$ cat src/rtl/bomba_controle.sv
// Time-bomb game sequencer: fuse countdown, 4-digit defuse code entry,
// wrong-code penalties and the defused/exploded outcome.
module bomba_controle #(
  parameter int          TEMPO_INICIAL = 60,
  parameter logic [15:0] SENHA         = 16'h1234,
  parameter int          MAX_ERROS     = 3,
  parameter int          PENALIDADE    = 10
) (
  input  logic       clk,
  input  logic       reset,
  input  logic       tick_1s,
  input  logic       armar,
  input  logic [9:0] tempo_cfg,
  input  logic [3:0] digito,
  input  logic       entrada_ok,
  output logic [9:0] tempo_restante,
  output logic [1:0] digitos_lidos,
  output logic [2:0] erros,
  output logic [1:0] estado,
  output logic       bip,
  output logic       explodiu,
  output logic       desarmada
);

  typedef enum logic [1:0] {
    IDLE      = 2'b00,
    ARMADA    = 2'b01,
    DESARMADA = 2'b10,
    EXPLODIU  = 2'b11
  } estado_t;

  estado_t     r_estado;
  logic [9:0]  r_tempo;
  logic [1:0]  r_digitos;
  logic [2:0]  r_erros;
  logic [11:0] r_buf;
  logic        r_bip;
  logic        r_explodiu;
  logic        r_desarmada;

  logic        w_dig_valido;
  logic        w_quarto;
  logic        w_acerto;
  logic        w_erro;
  logic [10:0] w_desconto;
  logic [10:0] w_tempo_ext;
  logic [9:0]  w_tempo_novo;
  logic [2:0]  w_erros_novo;
  logic [9:0]  w_carga;
  logic        w_explode;

  // Tick and penalty are folded into one saturating subtraction so a wrong
  // code landing on a tick costs PENALIDADE+1 without ever wrapping below 0.
  always_comb begin
    w_dig_valido = entrada_ok && (digito <= 4'd9);
    w_quarto     = w_dig_valido && (r_digitos == 2'd3);
    w_acerto     = w_quarto && ({r_buf, digito} == SENHA);
    w_erro       = w_quarto && !w_acerto;
    w_desconto   = (tick_1s ? 11'd1 : 11'd0) + (w_erro ? 11'(PENALIDADE) : 11'd0);
    w_tempo_ext  = {1'b0, r_tempo};
    w_tempo_novo = (w_tempo_ext > w_desconto) ? 10'(w_tempo_ext - w_desconto) : 10'd0;
    w_erros_novo = (w_erro && (r_erros < 3'(MAX_ERROS))) ? r_erros + 3'd1 : r_erros;
    w_explode    = (w_tempo_novo == 10'd0) ||
                   (w_erro && (w_erros_novo == 3'(MAX_ERROS)));
    if (tempo_cfg == 10'd0)
      w_carga = 10'(TEMPO_INICIAL);
    else if (tempo_cfg > 10'd999)
      w_carga = 10'd999;
    else
      w_carga = tempo_cfg;
  end

  always_ff @(posedge clk or posedge reset) begin
    if (reset) begin
      r_estado    <= IDLE;
      r_tempo     <= 10'd0;
      r_digitos   <= 2'd0;
      r_erros     <= 3'd0;
      r_buf       <= 12'd0;
      r_bip       <= 1'b0;
      r_explodiu  <= 1'b0;
      r_desarmada <= 1'b0;
    end else begin
      r_bip <= 1'b0;
      case (r_estado)
        IDLE: begin
          if (armar) begin
            r_estado  <= ARMADA;
            r_tempo   <= w_carga;
            r_digitos <= 2'd0;
            r_erros   <= 3'd0;
            r_buf     <= 12'd0;
          end
        end

        ARMADA: begin
          if (w_acerto) begin
            // A correct code beats a simultaneous tick: time freezes as-is.
            r_estado    <= DESARMADA;
            r_desarmada <= 1'b1;
            r_digitos   <= 2'd0;
            r_buf       <= 12'd0;
          end else begin
            r_tempo <= w_tempo_novo;
            r_erros <= w_erros_novo;
            r_bip   <= tick_1s;
            if (w_quarto) begin
              r_digitos <= 2'd0;
              r_buf     <= 12'd0;
            end else if (w_dig_valido) begin
              r_digitos <= r_digitos + 2'd1;
              r_buf     <= {r_buf[7:0], digito};
            end
            if ((tick_1s || w_erro) && w_explode) begin
              r_estado   <= EXPLODIU;
              r_explodiu <= 1'b1;
            end
          end
        end

        DESARMADA, EXPLODIU: begin
          if (armar) begin
            r_estado    <= IDLE;
            r_tempo     <= 10'd0;
            r_digitos   <= 2'd0;
            r_erros     <= 3'd0;
            r_buf       <= 12'd0;
            r_explodiu  <= 1'b0;
            r_desarmada <= 1'b0;
          end
        end

        default: r_estado <= IDLE;
      endcase
    end
  end

  assign tempo_restante = r_tempo;
  assign digitos_lidos  = r_digitos;
  assign erros          = r_erros;
  assign estado         = r_estado;
  assign bip            = r_bip;
  assign explodiu       = r_explodiu;
  assign desarmada      = r_desarmada;

endmodule

$ cat config.mk
export PLATFORM = sky130hd
export DESIGN_NAME = bomba_controle
export DESIGN_NICKNAME = d
export VERILOG_FILES = /design/src/rtl/bomba_controle.sv
export SDC_FILE = /design/constraint.sdc
export NUM_CORES = 1
export LEC_CHECK = 0
export BUFFER_PORTS_ARGS = -buffer_cell sky130_fd_sc_hd__buf_2
export CORE_MARGIN = 1
export CORE_UTILIZATION = 55
export CTS_CLUSTER_DIAMETER = 100
export DETAILED_ROUTE_END_ITERATION = 6
export HOLD_SLACK_MARGIN = 0.1
export PLACE_DENSITY = 0.9
export SLEW_MARGIN = 20
export SYNTH_ARGS = -nofsm -noshare
export SYNTH_HDL_FRONTEND = slang
export SYNTH_SLANG_ARGS = --single-unit
$ cat constraint.sdc
create_clock -name clk -period 4.3 [get_ports clk]
set_clock_uncertainty 0.1 [all_clocks]
set_input_delay 0.43 -clock clk [delete_from_list [all_inputs] [get_ports clk]]
set_output_delay 0.43 -clock clk [all_outputs]
set_load 0.01 [all_outputs]
## Word-level counts from Yosys, hierarchy flattened

Cells that the tools add are included.

| word-level totals | value |
|---|---|
| flip-flop bits (word level) | 32 |
| input bits | 19 |
| output and inout bits | 20 |
| word-level logic and storage cells | 87 |

| operators by class | value |
|---|---|
| $add $sub $neg | 4 |
| magnitude comparators | 4 |
| equality and inequality tests | 14 |
| mux-type cells | 35 |
| reduce and logical (&&, ||, !) cells | 22 |

Operators with widths:

| cell | number |
|---|---|
| $mux 10 | 6 |
| $mux 12 | 4 |
| $pmux 10 s3 | 1 |
| $pmux 12 s2 | 1 |
| $logic_not 10->1 | 2 |
| $eq 16x13->1 const B | 1 |
| $mux 2 | 7 |
| $gt 10x10->1 const B | 1 |
| $gt 10x5->1 | 1 |
| $ne 2x2->1 const B | 5 |
| $sub 10x5->10 | 1 |
| $mux 3 | 3 |
| $reduce_and 3->1 | 3 |
| $logic_and 1x1->1 | 7 |
| $mux 1 | 7 |
| $eq 2x2->1 const B | 3 |
| $pmux 2 s3 | 1 |
| $pmux 3 s2 | 1 |
| $add 1x4->5 | 1 |
| $le 4x4->1 const B | 1 |
| $mux 4 | 1 |
| $ne 4x4->1 const B | 1 |
| $pmux 1 s2 | 2 |
| $pmux 2 s2 | 1 |
| other kinds (15) | 17 |

## Depth between registers and ports, before layout

| depth | value |
|---|---|
| depth after elaboration | 16 |
| depth in mapped cells | 12 |
| mapped depth without buffers | 11 |

## Least setup slack after synthesis

OpenSTA, ideal clock, no wires.

| timing path | value |
|---|---|
| kind | input -> register |
| from | in digito[0] |
| to | reg r_estado[0], in the netlist estado[0] |
| setup time | 0.144 ns |
| arrival time | 2.764 ns |
| required time | 4.056 ns |
| path slack | 1.293 ns |
| stages on the path | 11 |
| path buffers | 0 |
| cells stage by stage | nor4b_1 > nand4_1 > nand2_1 > inv_1 > fa_1 > nor2b_1 > nor4_1 > o21ai_0 > o41ai_1 > and2_4 > o311ai_4 |

| on the way | value |
|---|---|
| longest elaborated chain between the ends | 15 |
| elaborated cells between the ends (all ways) | 24 |
| classes of those cells | add/sub (2); order compare (2); eq/ne (3); mux (5); reduce/logical (12) |

RTL lines:

| item | line | RTL |
|---|---|---|
| from (decl) | 14 | `input logic [3:0] digito,` |
| $le 4x4->1 | 55 | `w_dig_valido = entrada_ok && (digito <= 4'd9);` |
| $logic_and 1x1->1 | 55 |  |
| $logic_and 1x1->1 | 56 | `w_quarto = w_dig_valido && (r_digitos == 2'd3);` |
| $logic_and 1x1->1 | 57 | `w_acerto = w_quarto && ({r_buf, digito} == SENHA);` |
| $logic_not 1->1 | 58 | `w_erro = w_quarto && !w_acerto;` |
| $logic_and 1x1->1 | 58 |  |
| $mux 4 | 59 | `w_desconto = (tick_1s ? 11'd1 : 11'd0) + (w_erro ? 11'(PENALIDADE) : 11'd0);` |
| $add 1x4->5 | 59 |  |
| $sub 10x5->10 / $gt 10x5->1 (equally long branches) | 61 | `w_tempo_novo = (w_tempo_ext > w_desconto) ? 10'(w_tempo_ext - w_desconto) : 10'd0;` |
| $mux 10 | 61 |  |
| $logic_not 10->1 | 63 | `w_explode = (w_tempo_novo == 10'd0) \|\|` |
| $logic_or 1x1->1 | 63 |  |
| $logic_and 1x1->1 | 114 | `if ((tick_1s \|\| w_erro) && w_explode) begin` |
| $ne 3x3->1 (no line) | - |  |
| $reduce_and 3->1 (no line) | - |  |
| to (signal assigned) | 75 | `r_estado <= IDLE;` |
| to (signal assigned) | 115 | `r_estado <= EXPLODIU;` |
| to (signal assigned) | 123 | `r_estado <= IDLE;` |
| to (decl) | 32 | `estado_t r_estado;` |

Parallel ways exist; a longest one is shown, timed or not.
A chain may end at the register's enable or synchronous reset.

## Final worst setup path

| timing path | value |
|---|---|
| from | reg r_buf[4] |
| to | reg r_explodiu, in the netlist explodiu |

| on the way | value |
|---|---|
| longest elaborated chain between the ends | 13 |
| elaborated cells between the ends (all ways) | 20 |
| classes of those cells | add/sub (2); order compare (1); eq/ne (4); mux (3); reduce/logical (10) |

RTL lines:

| item | line | RTL |
|---|---|---|
| from (decl) | 36 | `logic [11:0] r_buf;` |
| from (signal assigned) | 112 | `r_buf <= {r_buf[7:0], digito};` |
| $eq 16x13->1 (*) | 57 |  |
| $logic_and 1x1->1 (*) | 57 |  |
| $logic_not 1->1 | 58 |  |
| $logic_and 1x1->1 | 58 |  |
| $mux 4 | 59 |  |
| $add 1x4->5 | 59 |  |
| $sub 10x5->10 / $gt 10x5->1 (equally long branches) | 61 |  |
| $mux 10 | 61 |  |
| $logic_not 10->1 | 63 |  |
| $logic_or 1x1->1 | 63 |  |
| $logic_and 1x1->1 | 114 |  |
| $ne 2x2->1 (no line) | - |  |
| $reduce_and 4->1 (no line) (*) | - |  |
| to (signal assigned) | 81 | `r_explodiu <= 1'b0;` |
| to (signal assigned) | 116 | `r_explodiu <= 1'b1;` |
| to (signal assigned) | 128 | `r_explodiu <= 1'b0;` |
| to (decl) | 38 | `logic r_explodiu;` |

Mark *: on every way between the ends. The rest lies on a longest branch, timed or not.

==> results list <==
* Crit. End Element: flip-flop
- Global-route wire length before repair: 7210 µm
- After legalization and detailed placement, the total HPWL measured 3160 µm.
- Ordered cell list for the critical path: nor4b_1 > nand4_1 > nand2_1 > inv_1 > fa_1 > nor2b_1 > nor4_1 > o21ai_0 > o41ai_1 > nand3_1 > o311ai_0
- Setup violations remaining at the end of the flow were counted as 0.
- Synthesis produced a netlist whose cell count is 200.
- All-layer global routing usage: 26.6%
* Total Negative Setup Slacks: 0 ns
- Once detail routing completed, the nets flagged for antenna violations numbered 0.
* Number of sinks driven by the clock tree: 32
* Layout fillers: 293
- When the netlist entered floorplanning its net count stood at 225.
- During synthesis, Yosys emitted a total of 0 warnings.
- Tightest slew margin relative to the limit: 34.8%
- Maximum number of pins on one net before global-route repair: 33
- The repair_antennas step left the layout with diodes totalling 0.
- Biggest area consumer among synthesized cells: sky130_fd_sc_hd__dfrtp_1
* Proportion of netlist area held by the largest area contributor: 41.3%
- The synthesized design contains 32 register bits.
- The critical path is of the flip-flop to flip-flop type.
* Residual overflow from global routing: 0
* Leakage power total: 1.02 nW
- Hold Violations, Final: 0
* Multi-input logic area: 1070 µm²
- Share of cells above drive strength 1: 24.3%
- Min Clock Period, post-route: 3.42 ns
- Number of buffers created by CTS: 5
- VDD sags by at most 0.000412 V.
- From left edge to right edge, the die measures 61.4 µm.
* Setup repair after global routing missed its margin: false
* Number of synthesized flops with an enable pin: 0
* Clk Latency, worst-skew pair: 0.35 ns
* Post-synthesis to final-layout area growth: 14.9%
- Final hold analysis gives a worst-case slack of 0.214 ns.
- Total die area: 3770 µm²
- Data arrival time of the worst path: 3.56 ns
* CTS tree: built
- CTS built an H-tree with a depth of 2.
- Based on the critical path, the design can be clocked at up to 292 MHz.
- During placement, the flow inserted port buffers numbering 38.
* Std-Cell Core Area: 3360 µm²
* Die Ht: 61.4 µm
* Clock Path Buffers: 2
* DRC: 0
* Commonest cells in the synthesized netlist: sky130_fd_sc_hd__dfrtp_1 (32), sky130_fd_sc_hd__a21oi_1 (16), sky130_fd_sc_hd__nand2_1 (15), sky130_fd_sc_hd__a22o_1 (14), sky130_fd_sc_hd__o21ai_0 (13)
* Result of the run: completed
* Share of the clock period used by the worst path: 79.6%
- Of all nets on the critical path, the largest fanout is 8.
* Final Wtd Congestion: 0.916
* Overall via count from detail_route: 1745
- For this run, asynchronously set or reset flops after synthesis account for 100%.
- Initial cell density of the core: 57.7%
- Areal power density over the cells: 726 nW/µm²
* Top area cells in the synthesized netlist: sky130_fd_sc_hd__dfrtp_1 (41%), sky130_fd_sc_hd__a22o_1 (6.3%), sky130_fd_sc_hd__a21oi_1 (4.1%)
- Vias in the first global route: 1573
- Timing analysis after detailed placement gives a worst setup slack of 0.762 ns.
* Reg clk slew, reported paths: 0.10 ns
* Post-detailed-routing wire length: 4260 µm
- Sequential cells were found to cover 41.3% of the synthesized design area.
- Transition time at the pin with the least slew margin: 0.978 ns
- For this block, the initial DRC count from the detailed router was 80.
- Ports: 39
- In the final routed layout, each cell accounts on average for 14.9 µm.
* Num rows: 21
- The number of max-slew violations in the final report is 0.
- Once the clock tree was built, the setup fixing pass inserted 0 buffers.
- The number of antenna violations at the first check in global routing was 0.
- Once the clock tree was built, the resizer swapped 0 gates to a different size.
- For the worst setup path, the data required time is 4.44 ns.
- The first TritonRoute pass finished after 4 iterations.
* Average vias per placed instance: 6.12
- Most frequent cell after synthesis: sky130_fd_sc_hd__dfrtp_1
- The final layout contains 263 nets.
- The tool flagged a number of max-cap violations equal to 0.
- In the final layout, flip-flops and latches occupy 801 µm².
* Worst hold path class: input port to flip-flop
- CTS root buf: sky130_fd_sc_hd__clkbuf_4
- The worst setup path is launched from a flip-flop.
- Mean post-synth cell area: 9.70 µm²
- For this design, the slowest cell found on the critical path is sky130_fd_sc_hd__o41ai_1.
- The largest single stage delay on the critical path is 0.46 ns.
- Top FF cell, synth: sky130_fd_sc_hd__dfrtp_1
* Number of distinct library cells after synthesis: 56
- CTS Hold Bufs: 1
- The cell area that synthesis handed to floorplanning was 1940 µm².
- Min setup slack post-route: 0.878 ns
==> path summary, 6_finish.rpt <==
kind                                  startpoint                     to  cells past startpoint  slack, ns
min reg2reg                r_buf[10]$_DFFE_PP0P_  r_buf[10]$_DFFE_PP0P_                      1       0.42
min in group asynchronous                  reset   r_buf[5]$_DFFE_PP0P_                      4       0.58
min                                    digito[1]   r_buf[1]$_DFFE_PP0P_                      2       0.21
max in group asynchronous                  reset  r_buf[11]$_DFFE_PP0P_                      4       3.23
max                         r_buf[4]$_DFFE_PP0P_   explodiu$_DFFE_PP0P_                     11       0.88
max reg2reg                 r_buf[4]$_DFFE_PP0P_   explodiu$_DFFE_PP0P_                     11       0.88
==> cells in the final DEF, fill, tap and decap left out, types with 2 or more instances in the layout <==
master                      Yosys  layout
sky130_fd_sc_hd__buf_2          1      38
sky130_fd_sc_hd__dfrtp_1       32      32
sky130_fd_sc_hd__a21oi_1       16      16
sky130_fd_sc_hd__nand2_1       15      15
sky130_fd_sc_hd__a22o_1        14      14
sky130_fd_sc_hd__o21ai_0       13      13
sky130_fd_sc_hd__nor2_1        12      12
sky130_fd_sc_hd__nor3_1         8       8
sky130_fd_sc_hd__inv_1          7       7
sky130_fd_sc_hd__nor2b_1        5       5
sky130_fd_sc_hd__ha_1           5       5
sky130_fd_sc_hd__clkbuf_4       0       5
sky130_fd_sc_hd__nand2b_1       3       3
sky130_fd_sc_hd__nor4b_1        3       3
sky130_fd_sc_hd__o31a_1         3       3
sky130_fd_sc_hd__mux2_2         3       3
sky130_fd_sc_hd__and3_1         2       2
sky130_fd_sc_hd__nand3_1        2       2
sky130_fd_sc_hd__nand4_1        2       2
sky130_fd_sc_hd__a21o_1         2       2
sky130_fd_sc_hd__nor4_1         2       2
sky130_fd_sc_hd__o21a_1         2       2
sky130_fd_sc_hd__nand4b_1       2       2
sky130_fd_sc_hd__o41ai_1        2       2
sky130_fd_sc_hd__a32o_1         2       2
sky130_fd_sc_hd__o211a_1        2       2
sky130_fd_sc_hd__or4_1          2       2
sky130_fd_sc_hd__o21bai_1       2       2
sky130_fd_sc_hd__o2bb2ai_1      2       2
==> sequential cells by signal, indices dropped and copies added, names as in the netlist <==
| register | count |
|---|---|
| bip | 1 |
| desarmada | 1 |
| digitos_lidos | 2 |
| erros | 3 |
| estado | 2 |
| explodiu | 1 |
| r_buf | 12 |
| tempo_restante | 10 |
==> through the flow <==
| stage | instances | cell area, µm² | total power [mW] | utilization (%) |
|---|---|---|---|---|
| 6_report | 285 | 2230 | 1.62 | 66.3 |
| 5_1_grt | 285 | 2230 | 1.76 | 66.3 |
| 4_1_cts | 285 | 2220 | 1.61 | 66.1 |
| 3_5_place_dp | 276 | 2150 | 1.42 | 64.0 |
| 3_3_place_gp | 276 | 2150 | 1.40 | 64.0 |
| 2_1_floorplan | 200 | 1940 | 1.21 | - |
==> logic make-up after synthesis <==
logic type | share of synthesized area [%]
AOI/OAI and AO/OA | 27.0
and+or+nand+nor | 21.7
DFF | 41.3
buffers and inverters | 3.55
adders and majority gates | 4.26
muxes | 1.74
xor gates and xnor gates | 0.452
==> critical path, delay by kind of cell, from the launching register on <==
kind | cells | cell delay (ns)
AOI/OAI and AO/OA | 3 | 0.74
adders and majority gates | 1 | 0.45
buffers and inverters | 1 | 0.11
DFF | 1 | 0.42
and+or+nand+nor | 6 | 1.49
==> layer usage <==
metal  vias to the layer above  wire length (µm)  share of wire [%]  track usage [%]
met1                       843              2020                 47             37.5
met4                         0                86                2.0             13.3
li1                        845                 -                  -                -
met3                         8               223                5.2             6.09
met5                         -                 0                  0                0
met2                        49              1930                 45             38.5
==> layout make-up <==
| cell class | instances | area share, % |
|---|---|---|
| Tap cell | 46 | 2.58 |
| Clock inverter | 1 | 0.337 |
| Timing Repair Buffer | 40 | 9.32 |
| Clock buffer | 7 | 2.47 |
| Sequential cell | 32 | 35.9 |
| Inverter | 7 | 1.18 |
| Multi-Input combinational cell | 152 | 48.2 |
==> power breakdown <==
part	internal (mW)	switching [mW]	total, mW
clock network	0.0799	0.106	0.186
registers	0.434	0.152	0.586
logic	0.381	0.465	0.847
total	0.895	0.723	1.62
Power figures use the tool's default switching activity.
